### config.mk
export PLATFORM = sky130hd
export DESIGN_NAME = i2s_master_ctrl
export DESIGN_NICKNAME = d
export VERILOG_FILES = /design/src/rtl/i2s_master_ctrl.sv
export SDC_FILE = /design/constraint.sdc
export NUM_CORES = 1
export LEC_CHECK = 0
export CAP_MARGIN = 5
export CORE_MARGIN = 4
export CORE_UTILIZATION = 55
export DETAILED_ROUTE_END_ITERATION = 6
export HOLD_SLACK_MARGIN = 0.05
export PLACE_DENSITY = 0.81
export SLEW_MARGIN = 20
export SYNTH_ARGS = -nofsm -noshare
export SYNTH_HDL_FRONTEND = slang
export SYNTH_SLANG_ARGS = --single-unit
### constraint.sdc
create_clock -name sys_clk -period 4.9 [get_ports sys_clk]
set_input_delay 1.225 -clock sys_clk [delete_from_list [all_inputs] [get_ports sys_clk]]
set_output_delay 1.225 -clock sys_clk [all_outputs]
set_load 0.02 [all_outputs]
### src/rtl/i2s_master_ctrl.sv
// Master-mode I2S clock generator and start/prime/run/drain sequencer for i2s_trx.
// Define I2S_CTRL_PRIME_EN to add the PRIME state that discards the first frame after start.

module i2s_master_ctrl #(
    parameter int unsigned sample_size = 16,
    parameter int unsigned slot_bits   = 32
) (
    input  logic       sys_clk,
    input  logic       reset_n,
    input  logic       start,
    input  logic       stop,
    input  logic [7:0] bclk_div,
    input  logic       rx_valid,
    input  logic       sample_ack,
    input  logic       clr_status,
    output logic       bclk,
    output logic       lrclk,
    output logic       trx_enable,
    output logic       trx_reset,
    output logic       running,
    output logic       frame_start,
    output logic       sample_ready,
    output logic       overrun
);

    localparam int unsigned   BW       = $clog2(2 * slot_bits);
    localparam logic [BW-1:0] LAST_BIT = BW'(2 * slot_bits - 1);
    localparam logic [BW-1:0] HALF_BIT = BW'(slot_bits);

    if (sample_size > slot_bits) begin : g_cfg_check
        $error("sample_size must not exceed slot_bits");
    end

    typedef enum logic [2:0] {
        IDLE,
        RST,
        PRIME,
        RUN,
        DRAIN
    } state_t;

    state_t        state, state_next;
    logic [1:0]    rctr;
    logic [7:0]    div;
    logic [7:0]    dctr;
    logic [BW-1:0] bctr;
    logic [BW-1:0] bctr_next;
    logic          rx_valid_q;
    logic          rx_edge;
    logic          hs_edge;
    logic          fall_tick;
    logic          frame_end;
    logic          clk_active_next;
    logic          ovr_set;

    always_comb begin
        rx_edge   = rx_valid && !rx_valid_q;
        fall_tick = (dctr == div) && bclk;
        frame_end = running && fall_tick && (bctr == LAST_BIT);
        bctr_next = (bctr == LAST_BIT) ? '0 : bctr + 1'b1;
        hs_edge   = rx_edge && ((state == RUN) || (state == DRAIN));
        ovr_set   = hs_edge && sample_ready && !sample_ack;
    end

    always_ff @(posedge sys_clk or negedge reset_n) begin
        if (!reset_n) begin
            state <= IDLE;
        end else begin
            state <= state_next;
        end
    end

    always_comb begin
        state_next = state;
        case (state)
            IDLE: begin
                if (start && !stop) begin
                    state_next = RST;
                end
            end
            RST: begin
                if (stop) begin
                    state_next = IDLE;
                end else if (rctr == 2'd3) begin
`ifdef I2S_CTRL_PRIME_EN
                    state_next = PRIME;
`else
                    state_next = RUN;
`endif
                end
            end
            PRIME: begin
                if (stop) begin
                    state_next = IDLE;
                end else if (rx_edge) begin
                    state_next = RUN;
                end
            end
            RUN: begin
                if (stop) begin
                    state_next = DRAIN;
                end
            end
            DRAIN: begin
                if (frame_end) begin
                    state_next = IDLE;
                end
            end
            default: state_next = IDLE;
        endcase

        trx_reset       = (state == IDLE) || (state == RST);
        running         = (state == PRIME) || (state == RUN) || (state == DRAIN);
        trx_enable      = running;
        clk_active_next = (state_next == PRIME) || (state_next == RUN) || (state_next == DRAIN);
    end

    always_ff @(posedge sys_clk or negedge reset_n) begin
        if (!reset_n) begin
            rctr <= '0;
            div  <= '0;
        end else begin
            rctr <= (state == RST) ? rctr + 1'b1 : '0;
            if ((state == IDLE) && start && !stop) begin
                div <= (bclk_div == '0) ? 8'd1 : bclk_div;
            end
        end
    end

    // Leaving the clocking states (drain end or abort) parks the clocks low in the same edge.
    always_ff @(posedge sys_clk or negedge reset_n) begin
        if (!reset_n) begin
            dctr  <= '0;
            bctr  <= '0;
            bclk  <= 1'b0;
            lrclk <= 1'b0;
        end else if (!running || !clk_active_next) begin
            dctr  <= '0;
            bctr  <= '0;
            bclk  <= 1'b0;
            lrclk <= 1'b0;
        end else if (dctr == div) begin
            dctr <= '0;
            bclk <= !bclk;
            if (bclk) begin
                bctr  <= bctr_next;
                lrclk <= (bctr_next >= HALF_BIT);
            end
        end else begin
            dctr <= dctr + 1'b1;
        end
    end

    always_ff @(posedge sys_clk or negedge reset_n) begin
        if (!reset_n) begin
            frame_start <= 1'b0;
        end else begin
            frame_start <= frame_end;
        end
    end

    // An edge coinciding with an ack re-arms sample_ready without flagging overrun.
    always_ff @(posedge sys_clk or negedge reset_n) begin
        if (!reset_n) begin
            rx_valid_q   <= 1'b0;
            sample_ready <= 1'b0;
            overrun      <= 1'b0;
        end else begin
            rx_valid_q <= rx_valid;
            if (hs_edge) begin
                sample_ready <= 1'b1;
            end else if (sample_ack) begin
                sample_ready <= 1'b0;
            end
            if (ovr_set) begin
                overrun <= 1'b1;
            end else if (clr_status) begin
                overrun <= 1'b0;
            end
        end
    end

endmodule

-- Word level (Yosys, flattened, before mapping)
Index checks and enable logic that the tools add are counted.
- mux-type cells: 25
- reduce and logical (&&, ||, !) cells: 30
- shifts and indexed selects: 0
- divide/modulo/power cells: 0
- $add $sub $neg: 3
- $lt $le $gt $ge: 1
- eq/ne operators: 10
- bitwise logic cells: 0
- $mul: 0
- operators with widths (cell ; number):
    2-to-1 mux 6 bit ; 4
    2-to-1 mux 8 bit ; 3
    2-to-1 mux 3 bit ; 7
    case mux 3 bit (5 select lines) ; 1
    == test 3 x 2 -> 1 bit, second input constant ; 4
    logical AND 1 bit ; 10
    2-to-1 mux 1 bit ; 9
    adder 8 x 1 -> 8 bit, second input constant ; 1
    == test 8 bit ; 1
    logical NOT 8 bit ; 1
    nonzero test 2 bit ; 4
    logical OR 1 bit ; 7
    adder 6 x 1 -> 6 bit, second input constant ; 1
    == test 3 bit, second input constant ; 2
    == test 6 bit, second input constant ; 1
    greater-or-equal comparator 6 bit, second input constant ; 1
    logical NOT 1 bit ; 6
    == test 3 x 1 -> 1 bit, second input constant ; 1
    logical NOT 3 bit ; 1
    adder 2 x 1 -> 2 bit, second input constant ; 1
    == test 2 bit, second input constant ; 1
    2-to-1 mux 2 bit ; 1
    AND reduction 2 bit ; 1
- bits in registers: 33
- ROM bits: 0
- logic and storage cells: 80
- memory bits (writable): 0
- bits of input ports: 15
- bits in latches: 0
- memories: 0

-- Depth between registers and ports, before layout
- depth in word-level cells: 14
- gate-level depth with buffers: 6
- gate-level depth less buffers: 6

-- Worst setup path before layout
Ideal clock, no wire load.
- path kind: register -> output
- start: register state[1]
- end: output trx_enable
- data arrival time: 1.052 ns
- path buffers: 1
- required time: 3.675 ns
- setup slack: 2.623 ns
- cell stages (with the launch flop): 5
- cell sequence: dfrtp_1 > nor2_1 > nand2_1 > nand2b_1 > buf_4
- word-level cells in the longest chain between the ends: 3
- elaborated cells on any way between the ends: 5
- ends and longest elaborated chain (element ; RTL line ; source):
    start: declaration ; 42 ; state_t state, state_next;
    start signal: assignment ; 69 ; state <= state_next;
    == test 3 x 2 -> 1 bit ; 113 ; running = (state == PRIME) || (state == RUN) || (state == DRAIN);
    logical OR 1 bit ; 113 ;
    logical OR 1 bit * ; 113 ;
    end: declaration ; 18 ; output logic trx_enable,
Every way passes the cells marked *; elsewhere a longest branch is shown, timed or not.

-- Worst setup path in the final report
Same ends and word-level chain as after synthesis.

==> results.md <==
* Antenna violations before repair at 0
* Clock net sink count at 33
* CP Data Arrival Time at 1.83 ns
* # resized after CTS at 0
* Psw at 0.126 mW
* DR vias at around 1100
* Peak supply drop at 0.000254 V
* Syn Nets at 166
* Register area share after synthesis at 52.8%
* Final Critical Period at 3.06 ns
* RSZ-0062 raised after global routing: false
* Die Area at 3760 µm²
* Routed Antenna Nets at 0
* Final number of max-transition violations at 0
* Via density at 5.52
* Post-DP HPWL at 2260 µm
* Pwr dens at 277 nW/µm²
* Routed len/inst at about 14 µm
* Initial Util at 57.3%
* Worst-Margin Slew at 0.515 ns
* Sw Share at between 20% and 30%
* # DRC at 0
* Syn avg cell area at about 11 µm²
* Max-cap viol count at 0
* Number of I/O port buffers at 22
* Crit Path Max Fanout at 6
* H-tree levels at 2
* Kind of critical path: flip-flop to output port
* LEAKAGE at 0.829 nW
* Core ar. at between 2000 and 3000 µm²
* Clock-pin transition on the worst setup and hold timing paths at 0.10 ns
* Outcome: finished, final reports clean
* Cts hold-fix bufs at 0
* Setup TNS at 0 ns
* M1 WL at 1250 µm
* Commonest non-fill, non-tap cell in the layout: dfrtp_1
* Final Util at 68.1%
* Final period util at 62.4%
* Worst Hold Class: flip-flop to flip-flop
* Critical Path End Type: output port
* Drt pass-1 iters at 4
* Slew margin rel. at roughly two thirds
* Vert. Die Dim at 61.3 µm
* Met3 WL at 124 µm
* Clk_skew at around 0.01 ns
* Clock Tree Buf Depth at 2
* CTS tree: yes
* Setup violations, final at 0
* Clock Root Buffer: clkbuf_4
* Postcts setup bufs at 0
* GR Overflow Total at 0
* Clk_lat worst skew at about 0.33 ns
* Largest net degree at the start of global routing at 25
* Clk network pwr share at about 30%
* Share of power burned in registers at slightly below 60%
* Vias in the first global route at 1155
* GRT Util Overall at 19.1%
* Comb power frac at ~12%
* Pint at 0.391 mW
* Total routed wirelength at approximately 3000 µm
* Synthesized cell area at between 1500 and 2000 µm²
* Global placer's final weighted congestion at 0.837
* WP data required at between 3 and 4 ns
* Layout Nets at just under 200
* Rows at 19
* Fin. Hold Viols at 0
* Synth Warn # at 0
* Most frequent cells in the layout: 33 x dfrtp_1, 21 x clkdlybuf4s50_1, 17 x nor2_1
* Register bit total from synthesis at 33
* Unique masters post-synth at 32
* Wire length on met2 at roughly 1500 µm
* Cells after synthesis at between 100 and 150
* Worst setup SP type: flip-flop
* Achievable Freq at around 0.33 GHz
* Cts bufs inserted at 5
* Global-route wire length before repair at 5120 µm
* DR top layer: met4
* Die width at 61.3 µm
* Synthesis-to-layout area growth at 19.0%
* Io pins at 23
* Share of cells above drive strength 1 at 12.6%
* Initial drt markers at 52
* Antenna cell count at 0
## power by group through the flow
stage | Combinational, mW | Sequential, mW | Clock, mW
after CTS | 0.0616 | 0.302 | 0.159
after global placement | 0.0589 | 0.307 | 0
after detailed placement | 0.0613 | 0.308 | 0
after global routing | 0.0662 | 0.305 | 0.170
after floorplan | 0.0365 | 0.304 | 0
final | 0.0600 | 0.302 | 0.154
## kinds of logic after synthesis
family          Yosys count  share of synthesized area, %
fa+ha+maj                 3                          2.40
mux                       7                          5.04
simple gates             62                          21.2
flops                    33                          52.8
xor+xnor                 17                          9.51
buf+inv                   8                          2.64
compound gates           18                          6.47
## per-stage QoR
stage | hold slack [ns] | setup slack (ns) | total power [mW] | cells | area (µm²)
final | 0.437 | 1.84 | 0.516 | 206 | 1860
after CTS | 0.437 | 1.84 | 0.523 | 206 | 1870
after global routing | 0.460 | 1.75 | 0.542 | 206 | 1860
after detailed placement | 0.424 | 2.16 | 0.369 | 199 | 1810
after floorplan | 0.407 | 2.62 | 0.341 | 148 | 1570
after global placement | 0.418 | 2.24 | 0.365 | 199 | 1810
## area by class of cell
type	instances	area, µm²
clock buffer	7	55.1
tap	31	38.8
sequential	33	826
fill	218	871
multi-input combinational	107	698
inverter	4	15.0
timing repair buffer	24	230
## worst max-delay path, cell delays in order, from the launching register on
cell,delay (ns)
dfrtp_1,0.45
nor2_1,0.16
nand2_1,0.14
nand2b_1,0.13
clkdlybuf4s50_1,0.62
## cells in the mapped netlist
| master | instances | area share, % |
|---|---|---|
| a21o_1 | 1 | 0.48 |
| a21oi_1 | 7 | 2.2 |
| and2_1 | 3 | 1.2 |
| and2_2 | 1 | 0.48 |
| and3_1 | 5 | 2.0 |
| and3_2 | 1 | 0.48 |
| buf_4 | 1 | 0.48 |
| buf_6 | 1 | 0.72 |
| clkbuf_1 | 2 | 0.48 |
| dfrtp_1 | 33 | 53 |
| ha_1 | 3 | 2.4 |
| inv_1 | 4 | 0.96 |
| mux2_2 | 7 | 5.0 |
| nand2_1 | 8 | 1.9 |
| nand2b_1 | 4 | 1.6 |
| nand3_1 | 11 | 3.5 |
| nand3_2 | 1 | 0.64 |
| nand4_1 | 1 | 0.40 |
| nor2_1 | 17 | 4.1 |
| nor2b_1 | 1 | 0.40 |
| nor3_1 | 2 | 0.64 |
| nor4_1 | 1 | 0.40 |
| nor4_2 | 2 | 1.6 |
| o21a_1 | 1 | 0.48 |
| o21ai_0 | 6 | 1.9 |
| o22ai_1 | 2 | 0.80 |
| o41ai_1 | 1 | 0.56 |
| or3_1 | 2 | 0.80 |
| or3_2 | 1 | 0.48 |
| or3b_1 | 1 | 0.56 |
| xnor2_1 | 2 | 1.1 |
| xor2_1 | 15 | 8.4 |
## registers in the layout, summed over array words and instances (netlist names)
signal,cells
lrclk,1
bclk,1
rctr,2
dctr,8
state,3
overrun,1
div,8
frame_start,1
rx_valid_q,1
bctr,6
sample_ready,1
## final timing paths
path,cells past startpoint,startpoint,slack (ns),endpoint
max in group asynchronous,2,reset_n,3.56,rctr[1]
worst min register to register,1,rctr[0],0.44,rctr[0]
min in group asynchronous,1,reset_n,0.85,frame_start
worst min-delay path,1,rctr[0],0.44,rctr[0]
worst max register to register,5,dctr[3],2.88,bctr[0]
worst max-delay path,4,state[1],1.84,trx_enable
## per-layer routing
layer | track usage, % | up-vias
li1 | - | 559
met1 | 22.9 | 555
met2 | 31.9 | 17
met3 | 6.92 | 7
met4 | 6.36 | 0
met5 | 0 | -
Power figures use the tool's default switching activity.
